`src/rtl/fp16_mul_arbiter_if.sv`:
```
// Requester-side bus of the shared fp16 multiplier: operand requests in, tagged responses out.
interface fp16_mul_arbiter_if #(
    parameter int DATA_W = 16,
    parameter int N_REQ  = 4
);
    logic [N_REQ-1:0]        req_valid;
    logic [N_REQ*DATA_W-1:0] req_op_a;
    logic [N_REQ*DATA_W-1:0] req_op_b;
    logic [N_REQ-1:0]        req_ready;
    logic [N_REQ-1:0]        resp_valid;
    logic [DATA_W-1:0]       resp_data;

    modport master (
        output req_valid, req_op_a, req_op_b,
        input  req_ready, resp_valid, resp_data
    );

    modport slave (
        input  req_valid, req_op_a, req_op_b,
        output req_ready, resp_valid, resp_data
    );
endinterface

```
`src/rtl/fp16_mul_arbiter.sv`:
```
// Round-robin sharing of one pipelined fp16 multiplier among N_REQ requesters;
// each issue carries its requester index down a tag pipeline so the product returns to its owner.
module fp16_mul_arbiter #(
    parameter int DATA_W  = 16,
    parameter int N_REQ   = 4,
    parameter int MUL_LAT = 3
) (
    input  logic                   clk,
    input  logic                   rst_n,
    fp16_mul_arbiter_if.slave      bus,
    output logic                   mul_valid,
    output logic [DATA_W-1:0]      mul_op_a,
    output logic [DATA_W-1:0]      mul_op_b,
    input  logic [DATA_W-1:0]      mul_res,
    output logic                   busy
);
    localparam int IDX_W = $clog2(N_REQ);
    typedef logic [IDX_W-1:0] idx_t;
    typedef logic [IDX_W:0]   cand_t;

    idx_t              ptr;
    idx_t              grant_idx;
    idx_t              ptr_next;
    logic              grant_any;
    cand_t             cand;
    logic [N_REQ-1:0]  ready;
    logic [DATA_W-1:0] sel_a;
    logic [DATA_W-1:0] sel_b;

    logic [MUL_LAT:0]  tag_v;
    idx_t              tag_idx [MUL_LAT+1];
    logic [N_REQ-1:0]  resp_valid_q;
    logic [DATA_W-1:0] resp_data_q;

    // Search ptr, ptr+1, ... modulo N_REQ; the wide candidate avoids overflow at N_REQ = 16.
    always_comb begin
        grant_any = 1'b0;
        grant_idx = '0;
        cand      = '0;
        for (int k = 0; k < N_REQ; k++) begin
            cand = {1'b0, ptr} + cand_t'(k);
            if (cand >= cand_t'(N_REQ))
                cand = cand - cand_t'(N_REQ);
            if (!grant_any && bus.req_valid[cand[IDX_W-1:0]]) begin
                grant_any = 1'b1;
                grant_idx = cand[IDX_W-1:0];
            end
        end
    end

    always_comb begin
        ready = '0;
        if (grant_any)
            ready[grant_idx] = 1'b1;
    end

    assign ptr_next = (grant_idx == idx_t'(N_REQ-1)) ? '0 : grant_idx + idx_t'(1);
    assign sel_a    = bus.req_op_a[int'(grant_idx)*DATA_W +: DATA_W];
    assign sel_b    = bus.req_op_b[int'(grant_idx)*DATA_W +: DATA_W];

    assign bus.req_ready  = ready;
    assign bus.resp_valid = resp_valid_q;
    assign bus.resp_data  = resp_data_q;
    assign busy           = (|tag_v) | (|resp_valid_q);

    always_ff @(posedge clk or negedge rst_n) begin
        if (!rst_n) begin
            ptr          <= '0;
            mul_valid    <= 1'b0;
            mul_op_a     <= '0;
            mul_op_b     <= '0;
            tag_v        <= '0;
            for (int k = 0; k <= MUL_LAT; k++)
                tag_idx[k] <= '0;
            resp_valid_q <= '0;
            resp_data_q  <= '0;
        end else begin
            mul_valid  <= grant_any;
            tag_v      <= {tag_v[MUL_LAT-1:0], grant_any};
            tag_idx[0] <= grant_idx;
            for (int k = 1; k <= MUL_LAT; k++)
                tag_idx[k] <= tag_idx[k-1];
            if (grant_any) begin
                ptr      <= ptr_next;
                mul_op_a <= sel_a;
                mul_op_b <= sel_b;
            end
            // The last tag stage lines up with the cycle mul_res belongs to that issue.
            resp_valid_q <= '0;
            if (tag_v[MUL_LAT]) begin
                resp_valid_q[tag_idx[MUL_LAT]] <= 1'b1;
                resp_data_q                    <= mul_res;
            end
        end
    end
endmodule
```
`src/flat_wrapper.sv`:
```
// flat-port wrapper written by rule: the top's interface ports become plain ports
module fp16_mul_arbiter_flat 
#(
    parameter int DATA_W  = 16,
    parameter int N_REQ   = 4,
    parameter int MUL_LAT = 3
)
  (clk, rst_n, mul_valid, mul_op_a, mul_op_b, mul_res, busy, bus_req_valid, bus_req_op_a, bus_req_op_b, bus_req_ready, bus_resp_valid, bus_resp_data);
  fp16_mul_arbiter_if #(.DATA_W(DATA_W), .N_REQ(N_REQ)) bus_i ();
  input  logic clk;
  input  logic rst_n;
  output logic mul_valid;
  output logic [DATA_W-1:0] mul_op_a;
  output logic [DATA_W-1:0] mul_op_b;
  input  logic [DATA_W-1:0] mul_res;
  output logic busy;
  input wire logic [$bits(bus_i.req_valid)-1:0] bus_req_valid;
  input wire logic [$bits(bus_i.req_op_a)-1:0] bus_req_op_a;
  input wire logic [$bits(bus_i.req_op_b)-1:0] bus_req_op_b;
  output wire logic [$bits(bus_i.req_ready)-1:0] bus_req_ready;
  output wire logic [$bits(bus_i.resp_valid)-1:0] bus_resp_valid;
  output wire logic [$bits(bus_i.resp_data)-1:0] bus_resp_data;
  assign bus_i.req_valid = bus_req_valid;
  assign bus_i.req_op_a = bus_req_op_a;
  assign bus_i.req_op_b = bus_req_op_b;
  assign bus_req_ready = bus_i.req_ready;
  assign bus_resp_valid = bus_i.resp_valid;
  assign bus_resp_data = bus_i.resp_data;
  fp16_mul_arbiter #(.DATA_W(DATA_W), .N_REQ(N_REQ), .MUL_LAT(MUL_LAT)) u_core (.clk(clk), .rst_n(rst_n), .bus(bus_i), .mul_valid(mul_valid), .mul_op_a(mul_op_a), .mul_op_b(mul_op_b), .mul_res(mul_res), .busy(busy));
endmodule
```
`config.mk`:
```
export PLATFORM = sky130hd
export DESIGN_NAME = fp16_mul_arbiter_flat
export DESIGN_NICKNAME = d
export VERILOG_FILES = /design/src/rtl/fp16_mul_arbiter_if.sv /design/src/rtl/fp16_mul_arbiter.sv /design/src/flat_wrapper.sv
export SDC_FILE = /design/constraint.sdc
export NUM_CORES = 1
export LEC_CHECK = 0
export CAP_MARGIN = 25
export CORE_MARGIN = 5
export CORE_UTILIZATION = 31
export DETAILED_ROUTE_END_ITERATION = 8
export MAX_ROUTING_LAYER = met4
export PLACE_DENSITY = 0.7
export SLEW_MARGIN = 30
export SYNTH_ARGS = -nofsm -noshare
export SYNTH_HDL_FRONTEND = slang
export SYNTH_SLANG_ARGS = --single-unit
```
`constraint.sdc`:
```
create_clock -name clk -period 2.3 [get_ports clk]
set_input_delay 0.345 -clock clk [delete_from_list [all_inputs] [get_ports clk]]
set_output_delay 0.345 -clock clk [all_outputs]
set_load 0.005 [all_outputs]
```
==> results.tsv <==
metric	value	unit
yosysWarnings	0	
numCtsBuffers	9	
io_pins	208	
core_area	10300	um2
die_h	112	um
clock_skew	14.3	ps
syn_nets	440	
worst_pin_slew	546	ps
syn_inst	290	
cp_slowest_stage_delay	560	ps
final_layout_size_suffix_gt1_share	13.0	%
synthTopCellsByCount	dfrtp_1 (66), nor2_1 (37), a221oi_1 (32), mux2i_1 (32), o22ai_1 (32)	
ys_ff_latch	66	
clk_pin_slew	70	ps
drc_errors	0	
hold_violations	0	
yosysMostFrequentCell	dfrtp_1	
htreeDepth	3	
path_class	primary input to output port	
async_flop_share	100	%
final_cells	644	
die_x	112	um
min_path_type	flip-flop to flip-flop	
yosysUniqueCellTypes	35	
firstDrtPassIters	4	
fp-row-count	37	
layout.nets	653	
status	completed	
avgRoutedWirePerCell	17.9	um
drv_cap	0	
place_inst	627	
initialDrtViolationCount	127	
num_antenna_cells	0	
max_freq	0.447	GHz
power.density	786	nW/um2
dieArea	12700	um2
syn_area_per_cell	11.2	um2
power_leakage	2.44	nW
num_vias	3217	
vdd_ir_drop_max	0.000375	V
cp-end-kind	output port	
hpwlAfterDp	8630	um
synth_flop_cell	dfrtp_1	
clock_sinks	66	
grt_usage	18.3	%
grt_overflow	0	
setup_viol	0	
cpMostUsedCell	clkdlybuf4s50_1	
synth.top_cell.area_share	50.7	%
gp_congestion	0.852	
final_util	56.3	%
clock_latency	340	ps
start_util	31.7	%
cts_setup_buffers	0	
clockBufferDepth	2	
maxSlewHeadroom	63.6	%
cts_tree	done	
post-route-period-util	97.2	%
cp_max_fo	7	
area_delta_synth_final	77.8	%
port_buffers	207	
crit_required	1960	ps
root_buffer	clkbuf_8	
slew_violations	0	
start_kind	primary input	
synth_top_cell_by_area	dfrtp_1	
grt_pass1_vias	3507	
yosysSeqAreaShare	50.7	%
grt_max_degree	45	
syn_area	3260	um2
cpMaxStageDelayCell	clkdlybuf4s50_1	
grt_pass1_wl	18100	um
antenna_left	0	
routed_wl	11500	um
layout_min_cycle_time	2230	ps
cp.arrival	1890	ps
worstPathCellList	clkdlybuf4s50_1 > buf_4 > nor2_1 > o221a_2 > clkdlybuf4s50_1	
rsz0062_at_grt	false	
vias_per_cell	5.00	
antenna_found_initial	0	
synth_edf_count	0	
synth_area_leaders	dfrtp_1 (51%), mux2i_1 (9.8%), a221oi_1 (8.6%)	
metal layers:
layer	vias up	GRT usage [%]	wire, um
met2	111	31.9	6070
li1	1533	-	-
met3	16	2.37	547
met4	0	6.57	210
met5	-	-	0
met1	1557	21.5	4670
metrics by stage:
stage / hold WS (ps) / TNS, ps / setup slack (ps) / area [um2] / total power (W)
floorplan: 49.4 / 0 / 571 / 3260 / 0.00242
global placement: 334 / -16.4 / -16.4 / 5540 / 0.00344
detailed placement: 336 / -24.4 / -24.4 / 5540 / 0.00349
CTS: 349 / 0 / 4.73 / 5780 / 0.00460
global route: 364 / 0 / 11.5 / 5790 / 0.00480
finish: 347 / 0 / 65.1 / 5790 / 0.00455
where the power goes:
group / total (W) / internal, W / switching [W]
Clock: 0.00110 / 0.000642 / 0.000461
Sequential: 0.00164 / 0.00145 / 0.000187
Combinational: 0.00181 / 0.00109 / 0.000723
Total: 0.00455 / 0.00318 / 0.00137
layout by cell type, fill, tap and decap left out, types with 3 or more instances in the layout:
master	instances
clkdlybuf4s50_1	203
dfrtp_1	65
nor2_1	37
mux2i_1	32
a221oi_1	32
o22ai_1	32
buf_4	17
mux2_2	16
o21ai_0	12
clkbuf_8	10
nand2_1	5
inv_1	3
nor3_2	3
buf_12	3
cells by family (layout without fill, tap and decap cells):
kind of cell	after synthesis	in the layout	synth area share (%)
buf+inv	30	248	4.84
mux	48	48	15.4
flops	66	66	50.7
simple gates	58	58	8.92
compound gates	88	88	20.1
state kept, by name (all words and copies together), names as in the netlist:
| signal | flops |
|---|---|
| u_core.bus.resp_data | 16 |
| u_core.bus.resp_valid | 4 |
| u_core.mul_op_a | 16 |
| u_core.mul_op_b | 16 |
| u_core.ptr | 2 |
| u_core.tag_idx | 8 |
| u_core.tag_v | 4 |
layout make-up:
class                      count  area, um2
clock buffer                  10        138
clock inverter                 6       90.1
sequential                    66       1650
inverter                       4       15.0
multi-input combinational    194       1460
tap                          136        170
fill                         920       4490
timing repair buffer         228       2270
final timing paths:
check                                             from                             end  slack (ps)  cells past startpoint
max                                   bus_req_valid[1]                bus_req_ready[3]          70                      5
min                        u_core.tag_idx[3]$_DFF_PN0_     u_core.tag_idx[1]$_DFF_PN0_         350                      0
max reg2reg                  u_core.ptr[0]$_DFFE_PN0P_  u_core.mul_op_b[4]$_DFFE_PN0P_         480                      7
min reg2reg                u_core.tag_idx[3]$_DFF_PN0_     u_core.tag_idx[1]$_DFF_PN0_         350                      0
max in group asynchronous                        rst_n     u_core.tag_idx[3]$_DFF_PN0_        1150                      3
min in group asynchronous                        rst_n  u_core.mul_op_b[0]$_DFFE_PN0P_         540                      2
worst max-delay path, delay by kind of cell:
kind,cells,cell delay (ps)
buf+inv,3,1220
compound gates,1,270
simple gates,1,50
repair_timing:
item,CTS,global route
pin swaps,1,0
endpoints found under the setup margin,2,2
gates cloned,0,0
gates resized for setup,3,2
hold buffers,1,0
endpoints found under the hold margin,20,0
Note: power is estimated with default switching activity, not from simulation.
